`src/rtl/bp_pkg.sv`:
```
// ----------------------------------------------------------------------------
// bp_pkg
// Shared types for the branch predictor update path: the queued update payload,
// the update controller state encoding and the PC-to-table-index helper.
// ----------------------------------------------------------------------------
package bp_pkg;

   localparam int unsigned BP_IDX_W  = 8;
   localparam int unsigned BP_PC_W   = 64;
   localparam int unsigned BP_STAT_W = 32;

   // One pending counter-table training update
   typedef struct packed {
      logic [BP_IDX_W-1:0] idx;
      logic                taken;
   } bp_upd_t;

   typedef enum logic {
      SWEEP = 1'b0,
      RUN   = 1'b1
   } bp_upd_state_t;

   // Table index is pc[BP_IDX_W+1:2]; instructions are word aligned
   function automatic logic [BP_IDX_W-1:0] IDX_OF(input logic [BP_PC_W-1:0] pc);
      return BP_IDX_W'(pc >> 2);
   endfunction

endpackage

```
`src/rtl/bp_upd_fifo.sv`:
```
// ----------------------------------------------------------------------------
// bp_upd_fifo
// Small circular FIFO of pending predictor updates. No write-to-read bypass:
// a pushed entry becomes visible on o_head the cycle after the push.
// Ports:
//   i_clk, i_reset  clock, synchronous active-high reset
//   i_push, i_data  enqueue request and payload (ignored when full)
//   i_pop           dequeue request (ignored when empty)
//   i_flush         discard all contents (wins over push/pop)
//   o_head          oldest entry
//   o_count         occupancy, 0..DEPTH
//   o_full, o_empty occupancy flags derived from the registered count
// ----------------------------------------------------------------------------
module bp_upd_fifo
   import bp_pkg::*;
#(
   parameter int unsigned DEPTH = 4
) (
   input  logic                     i_clk,
   input  logic                     i_reset,
   input  logic                     i_push,
   input  bp_upd_t                  i_data,
   input  logic                     i_pop,
   input  logic                     i_flush,
   output bp_upd_t                  o_head,
   output logic [$clog2(DEPTH):0]   o_count,
   output logic                     o_full,
   output logic                     o_empty
);

   localparam int unsigned AW = $clog2(DEPTH);
   localparam int unsigned CW = AW + 1;

   bp_upd_t         r_mem [DEPTH];
   logic [AW-1:0]   r_wr_ptr;
   logic [AW-1:0]   r_rd_ptr;
   logic [CW-1:0]   r_count;
   logic            w_push;
   logic            w_pop;

   assign o_full  = (r_count == CW'(DEPTH));
   assign o_empty = (r_count == '0);
   assign o_count = r_count;
   assign o_head  = r_mem[r_rd_ptr];

   assign w_push  = i_push & ~o_full;
   assign w_pop   = i_pop  & ~o_empty;

   // Storage; pointer reset on flush makes stale data unreachable
   always_ff @(posedge i_clk) begin
      if (w_push) begin
         r_mem[r_wr_ptr] <= i_data;
      end
   end

   // Pointers wrap naturally since DEPTH is a power of two
   always_ff @(posedge i_clk) begin
      if (i_reset || i_flush) begin
         r_wr_ptr <= '0;
         r_rd_ptr <= '0;
         r_count  <= '0;
      end else begin
         if (w_push) begin
            r_wr_ptr <= r_wr_ptr + AW'(1);
         end
         if (w_pop) begin
            r_rd_ptr <= r_rd_ptr + AW'(1);
         end
         case ({w_push, w_pop})
            2'b10:   r_count <= r_count + CW'(1);
            2'b01:   r_count <= r_count - CW'(1);
            default: r_count <= r_count;
         endcase
      end
   end

endmodule

```
`src/rtl/bp_update_ctrl.sv`:
```
// ----------------------------------------------------------------------------
// bp_update_ctrl
// Owns the single write port of the branch predictor 2-bit counter table.
// After reset or clear_req it sweeps every entry to weakly-not-taken (fetch is
// stalled meanwhile), then buffers commit-stage branch resolutions in a FIFO
// and drains one per enabled cycle into the table.
// Optional feature macro: BP_UPD_STATS_EN adds saturating enqueue statistics.
// Ports:
//   clk, reset          clock, synchronous active-high reset
//   en                  pipeline enable; FIFO drains only while high
//   clear_req           pulse: flush queue, restart the sweep
//   commit_*            retiring instruction (valid, is_branch, pc, taken, mispred)
//   commit_ready        branch resolution can be accepted this cycle
//   upd_valid/init/idx/taken  table write strobe, init flag, entry, direction
//   fetch_stall         high while sweeping
//   stat_branches/stat_mispreds  [BP_UPD_STATS_EN] enqueued branch counts
// ----------------------------------------------------------------------------
module bp_update_ctrl
   import bp_pkg::*;
#(
   parameter int unsigned BPB_ENTRY_WIDTH = BP_IDX_W,
   parameter int unsigned BPB_ENTRY_LINE  = 2 ** BP_IDX_W,
   parameter int unsigned UPD_QDEPTH      = 4
) (
   input  logic                        clk,
   input  logic                        reset,
   input  logic                        en,
   input  logic                        clear_req,
   input  logic                        commit_valid,
   input  logic                        commit_is_branch,
   input  logic [BP_PC_W-1:0]          commit_pc,
   input  logic                        commit_taken,
   input  logic                        commit_mispred,
   output logic                        commit_ready,
   output logic                        upd_valid,
   output logic                        upd_init,
   output logic [BPB_ENTRY_WIDTH-1:0]  upd_idx,
   output logic                        upd_taken,
   output logic                        fetch_stall
`ifdef BP_UPD_STATS_EN
   ,
   output logic [BP_STAT_W-1:0]        stat_branches,
   output logic [BP_STAT_W-1:0]        stat_mispreds
`endif
);

   localparam int unsigned QCW = $clog2(UPD_QDEPTH) + 1;
   localparam logic [BPB_ENTRY_WIDTH-1:0] LAST_IDX = BPB_ENTRY_WIDTH'(BPB_ENTRY_LINE - 1);

   bp_upd_state_t                r_state;
   bp_upd_state_t                w_state_nxt;
   logic [BPB_ENTRY_WIDTH-1:0]   r_sweep_idx;
   logic [BPB_ENTRY_WIDTH-1:0]   w_sweep_nxt;

   logic                         w_push;
   logic                         w_pop;
   bp_upd_t                      w_push_data;
   bp_upd_t                      w_head;
   logic [QCW-1:0]               w_count;
   logic                         w_full;
   logic                         w_empty;

   assign w_push_data.idx   = IDX_OF(commit_pc);
   assign w_push_data.taken = commit_taken;

   bp_upd_fifo #(
      .DEPTH   (UPD_QDEPTH)
   ) u_fifo (
      .i_clk   (clk),
      .i_reset (reset),
      .i_push  (w_push),
      .i_data  (w_push_data),
      .i_pop   (w_pop),
      .i_flush (clear_req),
      .o_head  (w_head),
      .o_count (w_count),
      .o_full  (w_full),
      .o_empty (w_empty)
   );

   // State and sweep counter registers
   always_ff @(posedge clk) begin
      if (reset) begin
         r_state     <= SWEEP;
         r_sweep_idx <= '0;
      end else begin
         r_state     <= w_state_nxt;
         r_sweep_idx <= w_sweep_nxt;
      end
   end

   // Next state, table write port and commit handshake
   always_comb begin
      w_state_nxt  = r_state;
      w_sweep_nxt  = r_sweep_idx;
      commit_ready = 1'b0;
      upd_valid    = 1'b0;
      upd_init     = 1'b0;
      upd_idx      = '0;
      upd_taken    = 1'b0;
      fetch_stall  = 1'b0;
      w_push       = 1'b0;
      w_pop        = 1'b0;

      case (r_state)
         SWEEP: begin
            upd_valid   = 1'b1;
            upd_init    = 1'b1;
            upd_idx     = r_sweep_idx;
            fetch_stall = 1'b1;
            w_sweep_nxt = r_sweep_idx + BPB_ENTRY_WIDTH'(1);
            if (r_sweep_idx == LAST_IDX) begin
               w_state_nxt = RUN;
               w_sweep_nxt = '0;
            end
         end
         RUN: begin
            // Ready reflects the registered count, so a full queue stays
            // not-ready even in a cycle that pops
            commit_ready = ~w_full;
            upd_valid    = ~w_empty;
            upd_idx      = BPB_ENTRY_WIDTH'(w_head.idx);
            upd_taken    = w_head.taken;
            w_push       = commit_valid & commit_is_branch & ~w_full & ~clear_req;
            w_pop        = ~w_empty & en;
         end
         default: begin
            w_state_nxt = SWEEP;
            w_sweep_nxt = '0;
         end
      endcase

      if (clear_req) begin
         w_state_nxt = SWEEP;
         w_sweep_nxt = '0;
      end
   end

`ifdef BP_UPD_STATS_EN
   logic [BP_STAT_W-1:0] r_stat_br;
   logic [BP_STAT_W-1:0] r_stat_mp;

   // Saturating counts of accepted branch resolutions
   always_ff @(posedge clk) begin
      if (reset || clear_req) begin
         r_stat_br <= '0;
         r_stat_mp <= '0;
      end else if (w_push) begin
         if (r_stat_br != '1) begin
            r_stat_br <= r_stat_br + BP_STAT_W'(1);
         end
         if (commit_mispred && (r_stat_mp != '1)) begin
            r_stat_mp <= r_stat_mp + BP_STAT_W'(1);
         end
      end
   end

   assign stat_branches = r_stat_br;
   assign stat_mispreds = r_stat_mp;

   logic w_unused_ok;
   assign w_unused_ok = ^w_count;
`else
   // Mispredict flag only feeds the optional statistics
   logic w_unused_ok;
   assign w_unused_ok = ^{w_count, commit_mispred};
`endif

endmodule

```
`config.mk`:
```
export PLATFORM = sky130hd
export DESIGN_NAME = bp_update_ctrl
export DESIGN_NICKNAME = d
export VERILOG_FILES = /design/src/rtl/bp_pkg.sv /design/src/rtl/bp_upd_fifo.sv /design/src/rtl/bp_update_ctrl.sv
export SDC_FILE = /design/constraint.sdc
export NUM_CORES = 1
export LEC_CHECK = 0
export CELL_PAD_IN_SITES_DETAIL_PLACEMENT = 1
export CELL_PAD_IN_SITES_GLOBAL_PLACEMENT = 1
export CORE_ASPECT_RATIO = 0.9
export CORE_MARGIN = 2
export CORE_UTILIZATION = 36
export CTS_BUF_LIST = sky130_fd_sc_hd__clkbuf_2 sky130_fd_sc_hd__clkbuf_4 sky130_fd_sc_hd__clkbuf_8
export CTS_CLUSTER_SIZE = 28
export DETAILED_ROUTE_END_ITERATION = 12
export GPL_TIMING_DRIVEN = 0
export MAX_ROUTING_LAYER = met4
export PLACE_DENSITY = 0.91
export SYNTH_ARGS = -nofsm -noshare
export SYNTH_HDL_FRONTEND = slang
export SYNTH_SLANG_ARGS = --single-unit
```
`constraint.sdc`:
```
create_clock -name clk -period 2.8 [get_ports clk]
set_input_delay 0.56 -clock clk [delete_from_list [all_inputs] [get_ports clk]]
set_output_delay 0.56 -clock clk [all_outputs]
set_load 0.02 [all_outputs]
```
==> results of run 1 <==
## path summary, 6_finish.rpt
path	from	endpoint	slack (ns)	cells past startpoint
worst max-delay path	register	upd_idx[1]	0.09	4
worst min-delay path	u_fifo.r_rd_ptr[0]$_SDFFE_PP0P_	register	0.49	2
worst max register to register	u_fifo.o_count[0]$_SDFFE_PP0P_	u_fifo.o_count[2]$_SDFFE_PP0P_	0.39	7
worst min register to register	u_fifo.r_rd_ptr[0]$_SDFFE_PP0P_	register	0.49	2
## layer usage
layer  wire length [µm]  up-vias  GRT usage, %
li1                   -      666             -
met1               2090      689          18.7
met2               2310       23          23.1
met5                  0        -             -
met3                146        6          3.29
met4                 80        0          5.52
## worst reg2reg max path, stage by stage (launching register included)
cell and delay, ns:
dfxtp_1 0.37, o311ai_1 0.50, inv_1 0.15, ha_1 0.28, fa_1 0.45, xnor2_1 0.15
or3_1 0.31, a21oi_1 0.14
## kinds of logic after synthesis
group	share of synthesized area, %
compound gates	5.02
xor+xnor	1.50
fa+ha+maj	4.06
buf+inv	2.88
flops	61.5
mux	13.9
simple gates	11.1
## layout by cell type, fill, tap and decap left out, types with 2 or more instances in the layout
cell type	netlist	final
dlymetal6s2s_1	0	2
nand4b_1	2	2
mux2_2	7	7
dfxtp_1	18	18
mux4_2	9	9
ha_1	6	6
or3_1	4	4
buf_4	1	2
nand2_1	12	12
or4_1	3	3
o31ai_1	3	3
edfxtp_1	36	36
nor2_1	8	8
o21ai_0	3	3
clkdlybuf4s50_1	0	25
clkbuf_4	0	2
mux2i_1	3	3
inv_1	6	6
xor2_1	3	3
a21oi_1	8	8
clkbuf_8	0	5
and2_1	6	6
## layout make-up
| class | count | area, µm² |
|---|---|---|
| multi-input combinational | 92 | 833 |
| clock buffer | 5 | 68.8 |
| timing repair buffer | 28 | 283 |
| sequential | 54 | 1440 |
| buffer | 6 | 42.5 |
| clock inverter | 3 | 43.8 |
| fill | 652 | 3370 |
| inverter | 7 | 26.3 |
| tap | 87 | 109 |
## power by group through the flow
stage	registers (mW)	logic [mW]	clock network, mW
after floorplan	0.869	0.0121	0
after global placement	0.869	0.0429	0
after detailed placement	0.870	0.0451	0
after CTS	0.851	0.0451	0.530
after global routing	0.852	0.0481	0.562
final	0.851	0.0443	0.522
## sequential cells by signal (all words and copies together), names as in the netlist, named ones only
register,cells
r_sweep_idx,8
u_fifo.o_count,3
r_state,1
u_fifo.r_rd_ptr,2
u_fifo.r_wr_ptr,2
u_fifo.r_mem,36
## what timing repair did
item,in CTS,in global routing
cloned,0,0
gates resized for setup,0,4
pin swaps,0,1
endpoints found under the setup margin,7,7
setup buffers,0,1
## through the flow
stage                     utilization, %  instance area, µm²  total power [mW]  hold WS, ns
after floorplan                        -                2340             0.881        0.454
after global placement              43.8                2720             0.912        0.464
after detailed placement            43.8                2720             0.915        0.473
after CTS                           45.5                2830              1.43        0.495
after global routing                45.8                2850              1.46        0.507
final                               45.8                2850              1.42        0.490
==> summary.txt, run 1 <==
Timing
  • Minimum clock period: between 2 and 3 ns
  • Worst-Margin Slew: 0.582 ns
  • Final-report setup violation count: 0
  • Max-slew violation count: 0
  • Max-slew headroom: a little over 60%
  • Tcrit/Tclk final: between 90 and 100%
  • Min setup slack post-route: between 0.09 and 0.1 ns
  • Setup TNS: 0 ns
  • Max Clk Rate: about 0.37 GHz
  • Final Hold Violating Endpoints: 0
  • Post-Route Skew: ~0.011 ns

Worst setup path
  • Critical path startpoint category: register
  • CP Class: register to output port
  • Slowest stage cell, crit path: clkdlybuf4s50_1
  • CP Data Arrival Time: between 2 and 2.5 ns
  • CP max FO: 9
  • Crit-path leading delay family: multiplexers
  • CP endpoint kind: output port
  • Critical path cell sequence: buf_6, mux4_2, mux2_2, clkdlybuf4s50_1
  • Req. time, crit path: 2.24 ns
  • Crit path largest cell delay: 0.54 ns
  • Worst Path Buf+Inv: 2

Global route
  • Largest net degree at the start of global routing: 18
  • Number of global-route vias before repair: roughly 1.5k
  • First-pass GRT wire length: between 7000 and 8000 µm
  • Total global routing overflow: 0
  • GRT Util Overall: 14.7%
  • Initial antenna violation count: 0

Drt
  • Routed WL: 4630 µm
  • DR vias/cell: just under 5
  • Wire length per cell: about 16 µm
  • Final ANT Viol Nets: 0
  • Detailed-router iteration count before antenna repair: 4
  • Via count: around 1.4k
  • Drc violations: 0
  • Initial DRC Count: 75

Floorplanning
  • Die area: around 7200 µm²
  • Row Count: 27
  • Core area: 6220 µm²
  • Num ports: between 80 and 90
  • Die W: between 80 and 90 µm
  • Initial Utilization: between 30 and 40%
  • Die Height: 80.5 µm

Clocking
  • Total CTS buffers: 5
  • CTS tree: yes
  • Root Buffer Master: clkbuf_8
  • Clock latency on the worst-skew pair: ~0.30 ns
  • Clock slew at the register clock pins of the worst setup and hold paths: 0.09 ns
  • Max H-tree Level: 2
  • Clk buf depth: 2
  • Hold buffer count at CTS: 0
  • Clock sinks: 54

Pwr
  • Seq pwr share: around 60%
  • Switch share: 19.5%
  • Cell Pwr Density: roughly 500 nW/µm²
  • Leakage: 0.967 nW
  • Worst IR drop on VDD: 0.187 mV
  • Comb power frac: around 3.1%
  • Sw Pwr: roughly 280 µW
  • Clock power share: roughly 37%
  • Internal power: between 1 and 1.5 mW

Yosys
  • Register bit total from synthesis: 54
  • Most numerous cell in the Yosys netlist: edfxtp_1
  • Share of synthesized registers carrying an async set or reset: 0%
  • Avg Cell Area, Syn: around 15 µm²
  • YS warnings: 0
  • Most used DFF post-synth: edfxtp_1
  • Cells after Synth: 160
  • Synth cell types: 37
  • Top cell type's share of synthesized area: 46.2%
  • Post-synth top area cell: edfxtp_1
  • Syn Std Cell Area: around 2300 µm²
  • Post-synth EDFFs: 36
  • Top cells by count, synth: edfxtp_1 (36), dfxtp_1 (18), nand2_1 (12)
  • Synth Net Count: 239
  • Post-synthesis sequential area ratio: between 60% and 70%
  • Synth top area cells: edfxtp_1 (46%), dfxtp_1 (15%), mux4_2 (8.7%)

Finish
  • Finished Layout Cells: around 280
  • Layout cell share with drive strength beyond 1: a little under a fifth
  • Final Net Count: between 200 and 300
  • Synthesis-to-finish area growth: 21.6%
  • N_diodes: 0

Worst hold path
  • Worst hold path class: register to register

Placement
  • Post-DP HPWL: approximately 3400 µm
  • Worst slack, placed: -0.242 ns
  • Final Wtd Congestion: approximately 0.80
  • IO buf count: 27
  • Cells after DPL: approximately 270

Run status
  • Status: finished clean

Run
  • # Max-Cap Violations: 0
Note: power is estimated with default switching activity, not from simulation.
==> run 2, diff against run 1 <==
CORE_UTILIZATION = 39   (was 36)
PLACE_DENSITY = 0.95   (was 0.91)
clock period = 3.4 ns   (was 2.8 ns; I/O delays follow)
==> run 2 against run 1 <==
Net effect:
- critical path depth unchanged
- register-to-register slack improved by 0.55 ns
- core utilization increased by 3.1 points
- combinational power decreased by 17%
- largest power group unchanged
- critical path type unchanged
==> summary.txt, run 2 (synthesis gave the netlist of run 1 again) <==
Timing
  • Unrepaired setup endpoints after global routing: false
  • Tcrit/Tclk final: between 80% and 90%
  • Max-slew headroom: a little under three fifths
  • Max Clk Rate: roughly 0.34 GHz
  • Worst-Margin Slew: around 0.64 ns
  • Minimum clock period: 2.98 ns
  • Max-slew violation count: 0
  • Post-Route Skew: around 0.0078 ns
  • Final-report setup violation count: 0
  • Setup TNS: 0 ns
  • Final Hold Violating Endpoints: 0

Run
  • # Max-Cap Violations: 0

Pwr
  • Power, Total: 1.12 mW
  • Worst IR drop on VDD: approximately 0.19 mV
  • Cell Pwr Density: 400 nW/µm²
  • Leakage: slightly above 0.9 nW

Finish
  • Most flops, register: u_fifo.r_mem
  • Synthesis-to-finish area growth: 19.4%
  • Most common cell after layout, fill and taps aside: edfxtp_1
  • Layout cell share with drive strength beyond 1: around 18%
  • Final Net Count: roughly 270
  • Most frequent cells in the layout: edfxtp_1 (36), clkdlybuf4s50_1 (27), dfxtp_1 (18)
  • Largest register FFs: 36
  • N_diodes: 0

Drt
  • DR vias/cell: approximately 5.3
  • Initial DRC Count: 75
  • Final ANT Viol Nets: 0
  • Detailed-router iteration count before antenna repair: 4
  • Drc violations: 0
  • Routed WL: 4950 µm
  • Via count: between 1k and 1.5k
  • Wire length per cell: ~19 µm

Clocking
  • Max H-tree Level: 2
  • CTS tree: yes
  • Clock sinks: 54
  • Setup bufs post-CTS: 0
  • Root Buffer Master: clkbuf_8
  • Hold buffer count at CTS: 0
  • Clock latency on the worst-skew pair: between 0.3 and 0.4 ns
  • Post-CTS sizing: 0
  • Clock slew at the register clock pins of the worst setup and hold paths: around 0.1 ns
  • Total CTS buffers: 5
  • Clk buf depth: 2

Worst hold path
  • Worst hold path class: register to register
  • Hold_sp: u_fifo.r_rd_ptr[0]$_SDFFE_PP0P_

Global route
  • Largest net degree at the start of global routing: 20
  • GRT Util Overall: around 17%
  • Initial antenna violation count: 0
  • Total global routing overflow: 0
  • First-pass GRT wire length: between 8000 and 9000 µm
  • Number of global-route vias before repair: ~1.6k

Worst setup path
  • CP Class: register to output port
  • R2R Path Start: u_fifo.o_count[0]$_SDFFE_PP0P_
  • Critical path startpoint category: register
  • CP Data Arrival Time: between 2 and 2.5 ns
  • Req. time, crit path: between 2 and 3 ns
  • CP endpoint kind: output port
  • CP max FO: 9

Floorplanning
  • Row Count: 26
  • Core area: 5730 µm²
  • Num ports: 85
  • Die area: about 6600 µm²
  • Initial Utilization: roughly 41%
  • Die Height: 77.5 µm
  • Die W: around 86 µm

Placement
  • Post-DP HPWL: 3640 µm
  • IO buf count: 27
  • Final Wtd Congestion: ~0.82

Run status
  • Status: finished clean
==> run 2: cell types whose count changed in the layout (fill, tap and decap cells not counted) <==
| cell | before | now |
|---|---|---|
| clkbuf_4 | 2 | 0 |
| clkbuf_1 | 1 | 2 |
| clkdlybuf4s50_1 | 25 | 27 |
| dlymetal6s2s_1 | 2 | 0 |
| bufinv_16 | 1 | 0 |
| buf_4 | 2 | 1 |
| buf_2 | 1 | 3 |
| clkinv_4 | 0 | 1 |
| clkinv_2 | 1 | 0 |
| inv_8 | 0 | 1 |
==> run 2: layout make-up <==
type | count | area [µm²]
buffer | 7 | 41.3
clock buffer | 5 | 68.8
clock inverter | 3 | 28.8
fill | 573 | 2930
inverter | 7 | 26.3
multi-input combinational | 92 | 833
sequential | 54 | 1440
tap | 70 | 87.6
timing repair buffer | 27 | 270
==> run 2: metal layers <==
metal	routed length (µm)	vias up	track usage [%]
met5	0	-	-
met4	82	0	4.92
met3	139	8	4.04
met2	2640	24	28.7
met1	2080	719	19.0
li1	-	665	-
==> run 2: metrics by stage <==
step                      setup slack [ns]  area (µm²)  util [%]  cells  hold WS, ns
after floorplan                      0.960        2340         -    160        0.454
after global placement               0.358        2700      47.2    257        0.463
after detailed placement             0.282        2700      47.2    257        0.493
after CTS                            0.366        2800      48.9    265        0.518
after global routing                 0.326        2800      48.9    265        0.521
final                                0.418        2800      48.9    265        0.509
==> run 2: worst paths after layout <==
check,end,slack (ns),cells past startpoint
setup reg to reg,u_fifo.o_count[2]$_SDFFE_PP0P_,0.94,7
hold reg to reg,register,0.51,2
hold / removal,register,0.51,2
setup / recovery,upd_idx[1],0.42,4
==> run 2: critical path, cell delays in order (launching register included) <==
cell             delay, ns
dfxtp_1               0.33
clkbuf_1              0.43
mux4_2                0.40
mux2_2                0.29
clkdlybuf4s50_1       0.55
==> run 2: power breakdown <==
part | leakage [nW] | total [mW] | internal (mW) | switching (mW)
Clock | 0.0506 | 0.382 | 0.154 | 0.228
Combinational | 0.403 | 0.0369 | 0.0199 | 0.0170
Sequential | 0.469 | 0.701 | 0.699 | 0.00201
